### src/rtl/calc_pkg.sv
// Shared opcodes, FSM state encoding and arithmetic helpers for the
// token calculator engine.
package calc_pkg;

  localparam logic [3:0] OP_ADD = 4'hA;
  localparam logic [3:0] OP_SUB = 4'hB;
  localparam logic [3:0] OP_MUL = 4'hC;
  localparam logic [3:0] OP_EQ  = 4'hE;

  // Helpers work at a fixed wide width; callers truncate to their own WIDTH,
  // which keeps results exact modulo 2^WIDTH for any WIDTH up to MAX_W.
  localparam int MAX_W = 64;

  typedef enum logic [2:0] {
    S_IDLE,
    S_REDUCE_OP,
    S_REDUCE_ALL,
    S_DONE,
    S_ERR
  } state_t;

  function automatic logic [1:0] prec(input logic [3:0] op);
    case (op)
      OP_MUL:         return 2'd2;
      OP_ADD, OP_SUB: return 2'd1;
      default:        return 2'd0;
    endcase
  endfunction

  function automatic logic [MAX_W-1:0] apply_op(input logic [3:0] op,
                                                input logic [MAX_W-1:0] a,
                                                input logic [MAX_W-1:0] b);
    case (op)
      OP_ADD:  return a + b;
      OP_SUB:  return a - b;
      OP_MUL:  return a * b;
      default: return a;
    endcase
  endfunction

endpackage

### src/rtl/lifo_stack.sv
// LIFO with combined pop(0..2)-then-push per cycle; exposes the top two entries.
module lifo_stack #(
  parameter int WIDTH = 32,
  parameter int DEPTH = 4
) (
  input  logic                         clk,
  input  logic                         reset,
  input  logic                         push_i,
  input  logic [1:0]                   pop_i,
  input  logic [WIDTH-1:0]             data_i,
  output logic [WIDTH-1:0]             top_o,
  output logic [WIDTH-1:0]             next_o,
  output logic [$clog2(DEPTH+1)-1:0]   count_o,
  output logic                         full_o,
  output logic                         empty_o
);
  localparam int CW = $clog2(DEPTH + 1);
  localparam int IW = (DEPTH > 1) ? $clog2(DEPTH) : 1;

  logic [WIDTH-1:0] mem_q [DEPTH];
  logic [CW-1:0]    count_q, count_d, base;
  logic             do_push;

  always_comb begin
    base    = (CW'(pop_i) > count_q) ? '0 : count_q - CW'(pop_i);
    do_push = push_i && (base < CW'(DEPTH));
    count_d = do_push ? base + CW'(1) : base;
  end

  always_ff @(posedge clk or posedge reset) begin
    if (reset) count_q <= '0;
    else       count_q <= count_d;
  end

  // Storage needs no reset: entries at or above count are never observed.
  always_ff @(posedge clk) begin
    if (do_push) mem_q[IW'(base)] <= data_i;
  end

  always_comb begin
    top_o  = '0;
    next_o = '0;
    if (count_q >= CW'(1)) top_o  = mem_q[IW'(count_q - CW'(1))];
    if (count_q >= CW'(2)) next_o = mem_q[IW'(count_q - CW'(2))];
  end

  assign count_o = count_q;
  assign full_o  = (count_q == CW'(DEPTH));
  assign empty_o = (count_q == '0);

endmodule

### src/rtl/token_calc_engine.sv
// Infix calculator: evaluates a number/operator token stream with
// multiply-over-add precedence using a number stack and an operator stack.
module token_calc_engine
  import calc_pkg::*;
#(
  parameter int WIDTH = 32,
  parameter int DEPTH = 4
) (
  input  logic             clk,
  input  logic             reset,
  input  logic             strobe,
  input  logic [WIDTH-1:0] token,
  input  logic             token_is_op,
  output logic             ready,
  output logic             done,
  output logic [WIDTH-1:0] answer,
  output logic             error
);
  localparam int CW = $clog2(DEPTH + 1);

  state_t           state_q, state_d;
  logic [3:0]       pending_q, pending_d;
  logic             expect_num_q, expect_num_d;
  logic [WIDTH-1:0] answer_q, answer_d;
  logic             ready_q, done_q, error_q;

  logic             num_push, num_full, num_empty;
  logic [1:0]       num_pop;
  logic [WIDTH-1:0] num_din, num_top, num_next, reduce_val;
  logic [CW-1:0]    num_count;
  logic             op_push, op_pop, op_full, op_empty;
  logic [3:0]       op_top, op_next;
  logic [CW-1:0]    op_count;
  logic             unused_stack_status;

  lifo_stack #(.WIDTH(WIDTH), .DEPTH(DEPTH)) u_num (
    .clk(clk), .reset(reset), .push_i(num_push), .pop_i(num_pop),
    .data_i(num_din), .top_o(num_top), .next_o(num_next),
    .count_o(num_count), .full_o(num_full), .empty_o(num_empty)
  );

  lifo_stack #(.WIDTH(4), .DEPTH(DEPTH)) u_op (
    .clk(clk), .reset(reset), .push_i(op_push), .pop_i({1'b0, op_pop}),
    .data_i(pending_q), .top_o(op_top), .next_o(op_next),
    .count_o(op_count), .full_o(op_full), .empty_o(op_empty)
  );

  assign unused_stack_status = ^{num_count, op_count, op_next, num_empty};
  assign reduce_val = WIDTH'(apply_op(op_top, MAX_W'(num_next), MAX_W'(num_top)));

  always_comb begin
    state_d      = state_q;
    pending_d    = pending_q;
    expect_num_d = expect_num_q;
    answer_d     = answer_q;
    num_push     = 1'b0;
    num_pop      = 2'd0;
    num_din      = token;
    op_push      = 1'b0;
    op_pop       = 1'b0;
    case (state_q)
      S_IDLE: if (strobe) begin
        if (!token_is_op) begin
          if (!expect_num_q || num_full) state_d = S_ERR;
          else begin
            num_push     = 1'b1;
            expect_num_d = 1'b0;
          end
        end else if (expect_num_q ||
                     !(token[3:0] inside {OP_ADD, OP_SUB, OP_MUL, OP_EQ})) begin
          state_d = S_ERR;
        end else if (token[3:0] == OP_EQ) begin
          state_d = S_REDUCE_ALL;
        end else begin
          pending_d    = token[3:0];
          expect_num_d = 1'b1;
          state_d      = S_REDUCE_OP;
        end
      end
      S_REDUCE_OP: begin
        if (!op_empty && (prec(op_top) >= prec(pending_q))) begin
          op_pop   = 1'b1;
          num_pop  = 2'd2;
          num_push = 1'b1;
          num_din  = reduce_val;
        end else if (op_full) begin
          state_d = S_ERR;
        end else begin
          op_push = 1'b1;
          state_d = S_IDLE;
        end
      end
      S_REDUCE_ALL: begin
        if (!op_empty) begin
          op_pop   = 1'b1;
          num_pop  = 2'd2;
          num_push = 1'b1;
          num_din  = reduce_val;
        end else begin
          answer_d = num_top;
          state_d  = S_DONE;
        end
      end
      default: ;
    endcase
  end

  always_ff @(posedge clk or posedge reset) begin
    if (reset) begin
      state_q      <= S_IDLE;
      pending_q    <= '0;
      expect_num_q <= 1'b1;
      answer_q     <= '0;
      ready_q      <= 1'b1;
      done_q       <= 1'b0;
      error_q      <= 1'b0;
    end else begin
      state_q      <= state_d;
      pending_q    <= pending_d;
      expect_num_q <= expect_num_d;
      answer_q     <= answer_d;
      ready_q      <= (state_d == S_IDLE);
      done_q       <= (state_d == S_DONE);
      error_q      <= (state_d == S_ERR);
    end
  end

  assign ready  = ready_q;
  assign done   = done_q;
  assign answer = answer_q;
  assign error  = error_q;

endmodule

### config.mk
export PLATFORM = sky130hd
export DESIGN_NAME = token_calc_engine
export DESIGN_NICKNAME = d
export VERILOG_FILES = /design/src/rtl/calc_pkg.sv /design/src/rtl/lifo_stack.sv /design/src/rtl/token_calc_engine.sv
export SDC_FILE = /design/constraint.sdc
export NUM_CORES = 2
export LEC_CHECK = 0
export BUFFER_PORTS_ARGS = -buffer_cell sky130_fd_sc_hd__buf_4
export CAP_MARGIN = 15
export CELL_PAD_IN_SITES_DETAIL_PLACEMENT = 1
export CELL_PAD_IN_SITES_GLOBAL_PLACEMENT = 2
export CORE_MARGIN = 4
export CORE_UTILIZATION = 43
export CTS_CLUSTER_DIAMETER = 30
export DETAILED_ROUTE_END_ITERATION = 8
export PLACE_DENSITY = 0.91
export SYNTH_ARGS = -nofsm -noshare
export SYNTH_HDL_FRONTEND = slang
export SYNTH_SLANG_ARGS = --single-unit
### constraint.sdc
create_clock -name clk -period 13.5 [get_ports clk]
set_input_delay 1.35 -clock clk [delete_from_list [all_inputs] [get_ports clk]]
set_output_delay 1.35 -clock clk [all_outputs]
set_load 0.01 [all_outputs]
# Word level (Yosys, flattened, before mapping)
# Memory sizes are Yosys's and may differ from the RTL's.
# Index checks and enable logic that the tools add are counted.
[word_totals] out_inout_bits=35 reg_bits=49 memories=2 ramBits=144
[mem_list] memory="u_num.mem_q" words=4 width=32 rd=2 rd_ports_with_merged_regs=0 wr=1 line_no="lifo_stack.sv:20" rtl="logic [WIDTH-1:0] mem_q [DEPTH];"
[mem_list] memory="u_op.mem_q" words=4 width=4 rd=1 rd_ports_with_merged_regs=0 wr=1 line_no="lifo_stack.sv:20"
[classes] addsub=9 eq_ne=19 n_reduce_logical=17 bitwise_logic=2 order_cmp=8 multipliers=1 mux=45
[op_table] op="32-bit two-way mux" count=4
[op_table] op="32-bit one-hot mux with 3 select lines" count=1
[op_table] op="32-bit one-hot mux with 2 select lines" count=1
[op_table] op="4-bit == test (second input constant)" count=10
[op_table] op="3-bit two-way mux" count=11
[op_table] op="32-bit adder" count=1
[op_table] op="32-bit by 32-bit multiplier with 32-bit output" count=1
[op_table] op="32-bit subtractor" count=1
[op_table] op="1-bit two-way mux" count=16
[op_table] op="2-bit one-hot mux with 2 select lines" count=3
[op_table] op="2-bit two-way mux" count=5
[op_table] op="5-bit AND reduction" count=2
[op_table] op="3-bit == test (second input constant)" count=3
[op_table] op="3-bit zero test" count=3
[op_table] op="3-bit one-hot mux with 3 select lines" count=1
[op_table] op="3-bit by 1-bit adder with 3-bit output (second input constant)" count=2
[op_table] op="3-bit by 2-bit == test with 1-bit output (second input constant)" count=2
[op_table] op="3-bit by 1-bit >= comparator with 1-bit output (second input constant)" count=2
[op_table] op="3-bit < comparator (second input constant)" count=2
[op_table] op="2-bit inequality test (second input constant)" count=3
[op_table] op="4-bit two-way mux" count=1
[op_table] op="4-bit nonzero test" count=1
[op_table] op="2-bit OR reduction" count=2
[op_table] op="2-bit by 1-bit subtractor with 2-bit output (second input constant)" count=2
[op_table] op="other kinds (15)" count=21

# Logic depth before layout (Yosys ltp)
# An unclocked memory read counts as a cell.
[logic_depth] word_depth=17 mapped_depth=44

# Modules after synthesis
# A second synthesis with hierarchy kept.
[hier_totals] cells_unflattened=2796 area_unflattened_um2=28208.3
[by_module_without_submodules] mod="token_calc_engine" seq_area_each_um2=1078.5 n_inst=1 area_per_inst_um2=20712.4 cells_per_inst=2373
[by_module_without_submodules] mod="lifo_stack (u_num)" seq_area_each_um2=3918.8 n_inst=1 area_per_inst_um2=6279.8 cells_per_inst=331
[by_module_without_submodules] mod="lifo_stack (u_op)" seq_area_each_um2=555.5 n_inst=1 area_per_inst_um2=1216.2 cells_per_inst=92

# Least setup slack after synthesis
# Ideal clock, no wire load.
[synth_path] path_type="flip-flop to flip-flop" startpoint="reg u_num.count_q[0] (netlist: u_num.count_o[0])" endpoint="mem u_num.mem_q[0][30], data pin" arrival_ps=10372 period_less_slack_ps=10567 n_path_buf=14 stages_incl_launch_ff=45 slack_ps=2933 cell_sequence="dfrtp_1 -> buf_6 -> buf_12 -> buf_12 -> buf_6 -> buf_6 -> buf_2 -> inv_1 -> clkbuf_1 -> ha_1 -> buf_4 -> buf_4 -> buf_6 -> buf_4 -> buf_4 -> buf_1 -> mux2i_1 -> nand2_1 -> (+9 left out) -> fa_1 -> inv_1 -> fa_1 -> inv_1 -> fa_1 -> fa_1 -> ha_1 -> a21o_1 -> a21o_1 -> a21oi_1 -> o21ai_0 -> a21oi_1 -> o21ai_1 -> a21oi_1 -> nor2b_1 -> o21ai_0 -> or4b_2 -> a41oi_1"
[synth_between] elab_chain_cells=7 elab_cells_between_ends=14
[synth_rtl] item="start, declared" line_no="lifo_stack.sv:21" rtl="logic [CW-1:0] count_q, count_d, base;"
[synth_rtl] item="start signal, assigned" line_no="lifo_stack.sv:32" rtl="else count_q <= count_d;"
[synth_rtl] item="2-bit subtractor or 2-bit by 1-bit subtractor with 2-bit output (tied branches)" line_no="lifo_stack.sv:44, lifo_stack.sv:43"
[synth_rtl] item="memory 4 x 32 bit"
[synth_rtl] item="32-bit two-way mux, on equally long branches" line_no="lifo_stack.sv:44, lifo_stack.sv:43"
[synth_rtl] item="32-bit by 32-bit multiplier with 32-bit output (tied with other cells)" line_no="calc_pkg.sv:36" rtl="OP_MUL: return a * b;"
[synth_rtl] item="32-bit one-hot mux with 3 select lines *" line_no="calc_pkg.sv:33" rtl="case (op)"
[synth_rtl] item="32-bit two-way mux, on equally long branches" line_no="token_calc_engine.sv:94, token_calc_engine.sv:81"
[synth_rtl] item="32-bit one-hot mux with 2 select lines *" line_no="token_calc_engine.sv:61" rtl="case (state_q)"
[synth_rtl] item="named net num_din[30]" line_no="token_calc_engine.sv:29" rtl="logic [WIDTH-1:0] num_din, num_top, num_next, reduce_val;"
[synth_rtl] item="end, declared" line_no="lifo_stack.sv:20"
# The timed path passes the listed nets; every way through them passes the cells marked *.

# Worst setup path in the final report
# Ends and elaborated chain as after synthesis.

==> results.md <==
* Gpl congestion at 0.987
* Die Y at 259 um
* I/O Pins at 71
* Sum Neg Setup Slack at 0 ns
* CTS tree: done
* Die outline area at 67,100 um^2
* Max-slew violation count at 0
* Final period util at 85.3%
* Synth top area share at 30.2%
* Clock Skews at 0.0282 ns
* Max FO, Critical Path at 53
* Syn_nets at 3,437
* Synthesized area at 27,100 um^2
* Total track usage at 32.0%
* Vias in the first global route at 24,100
* Leading area contributor after synthesis: fa_1
* Chip width at 259 um
* Post-route DRC at 0
* HP Class: flop to flop
* # nets final at 3,443
* Drt wl/cell at 28.8 um
* Status: finished, final reports clean
* Arr. time, crit path at 11.78 ns
* Final wirelength at 106,000 um
* Largest cells by area after synthesis: fa_1 30%, edfxtp_1 16%, ha_1 8.0%
* Worst setup EP type: flop
* Total clock sinks at 193
* Antenna Nets Post-Route at 0
* Final Setup Violations at 0
* Kind of critical path: flop to flop
* Share of cells above drive strength 1 at 8.99%
* Post-synth EDFFs at 144
* Crit path launch type: flop
* Max-Cap Viols at 0
* Flops & latches, synth at 193
* Sequential share of the synthesized area at 20.5%
* RSZ-0062 raised after global routing: no
* GRT overflow at 0
* Hpwl dp at 81,700 um
* Max_slew headroom at 15.1%
* First-pass GRT wire length at 157,000 um
* H-tree Lvls at 4
* Unique cell type count in the Yosys netlist at 82
* Clk slew on worst S/H paths at 0.09 ns
* Postcts setup bufs at 0
* Slowest Stage Delay on Critical Path at 0.76 ns
* Top-count cell post-synth: inv_1
* Yosys warns at 0
* Total CTS buffers at 17
* F_max at 0.0868 GHz
* Hold Buf Count CTS at 0
* Most used cell, CP: fa_1
* Maximum number of pins on one net before global-route repair at 62
* Syn Inst Count at 2,819
* DR iter-0 viols at 1,916
* Vias per cell at 5.92
* Port Buf Inserts at 70
* Post-synth top cells: 425 x inv_1, 409 x fa_1, 371 x nand2_1, 361 x nor2_1, 173 x ha_1
* FILL cells at 7,071
* Worst slew pin tran at 1.26 ns
* Clk_lat worst skew at 0.50 ns
* Syn avg cell area at 9.62 um^2
* Post-synth top flop: edfxtp_1
* Core ar. at 62,100 um^2
* Tmin final at 11.52 ns
* Cts repair resizes at 0
* Starting Density at 43.7%
* Final hold vios at 0
* Routed vias at 21,800
* Root Buffer Master: clkbuf_16
* Worst path required time at 13.76 ns
* Drt pass-1 iters at 6
* Row cnt at 91
* CP max-delay cell: mux4_2
* Clock buffer depth at 2
* Initial antenna violation count at 3
* Synth async-reset ratio at 25.4%
* Layout Area Growth over Synthesis at 7.20%
-- routing by layer --
layer / vias to the layer above / part of all wire, % / track usage (%)
met3: 249 / 7.5 / 5.65
met2: 992 / 45 / 51.0
met1: 11400 / 41 / 42.1
li1: 9095 / - / -
met4: 2 / 6.5 / 17.0
met5: - / 0.013 / 0.292
-- sequential cells by signal (all words and copies together), names as in the netlist --
signal and flops:
pending_q 4, u_op.count_o 3, expect_num_q 1, u_op.mem_q 16, answer 32, error 1
state_q 3, u_num.count_o 3, u_num.mem_q 128, done 1, ready 1
-- kinds of logic (layout without fill, tap and decap cells) --
| kind of cell | after synthesis | after routing | share of synthesized area [%] |
|---|---|---|---|
| and+or+nand+nor | 910 | 910 | 14.2 |
| muxes | 106 | 106 | 6.84 |
| AOI/OAI and AO/OA | 324 | 324 | 7.49 |
| DFF | 193 | 193 | 20.5 |
| buffers and inverters | 571 | 590 | 8.39 |
| other | 0 | 1 | 0 |
| adders and majority gates | 582 | 582 | 38.2 |
| xor gates and xnor gates | 133 | 133 | 4.45 |
-- through the flow --
stage	instance area [um^2]	worst slack, ns	utilization, %	hold WS, ns	std cells
2_1_floorplan	27100	2.93	-	0.454	2819
3_3_place_gp	28500	2.55	45.9	0.464	3642
3_5_place_dp	28500	2.26	45.9	0.471	3642
4_1_cts	29100	2.18	46.8	0.485	3674
5_1_grt	29100	1.38	46.8	0.514	3676
6_report	29100	1.98	46.8	0.487	3676
-- layout make-up --
class                           instances  area, um^2  share of cell area, %
Sequential cell                       193        5560                   19.1
Timing Repair Buffer                  118         883                   3.04
Multi-Input combinational cell       2055       19300                   66.5
Clock buffer                           17         425                   1.46
Antenna cell                            1        2.50                0.00861
Tap cell                              837        1050                   3.60
Inverter                              440        1650                   5.69
Clock inverter                         15         165                  0.568
-- critical path, delay by kind of cell (launching register included) --
kind	cells	cell delay [ns]
AO/OA/AOI/OAI	9	1.52
flip-flops	1	0.75
AND/OR/NAND/NOR	4	1.76
buffers and inverters	6	1.50
multiplexers	1	0.76
adder cells (fa/ha/maj)	10	4.94
-- final timing paths --
path	start	to	slack, ns	cells past startpoint
max	u_num.count_o[0]$_DFF_PP0_	u_num.mem_q[0][30]$_DFFE_PP_	1.98	30
min reg2reg	answer[14]$_DFFE_PP0P_	answer[14]$_DFFE_PP0P_	0.49	2
min	answer[14]$_DFFE_PP0P_	answer[14]$_DFFE_PP0P_	0.49	2
min in group asynchronous	reset	done$_DFF_PP0_	1.04	3
max in group asynchronous	reset	u_num.count_o[0]$_DFF_PP0_	11.90	3
max reg2reg	u_num.count_o[0]$_DFF_PP0_	u_num.mem_q[0][30]$_DFFE_PP_	1.98	30
-- layout by cell type, fill, tap and decap left out, types with 36 or more instances in the layout --
master / Yosys / routed
a21oi_1: 78 / 78
fa_1: 409 / 409
xnor2_1: 94 / 94
buf_4: 7 / 117
xor2_1: 36 / 36
mux4_2: 54 / 54
o21ai_0: 101 / 97
nand2_1: 371 / 371
inv_1: 425 / 424
nor2_1: 361 / 361
ha_1: 173 / 172
dfrtp_1: 47 / 46
edfxtp_1: 144 / 144
Power is not shown: default switching activity piles up to over one toggle a cycle in this logic, so the estimate is an artifact.
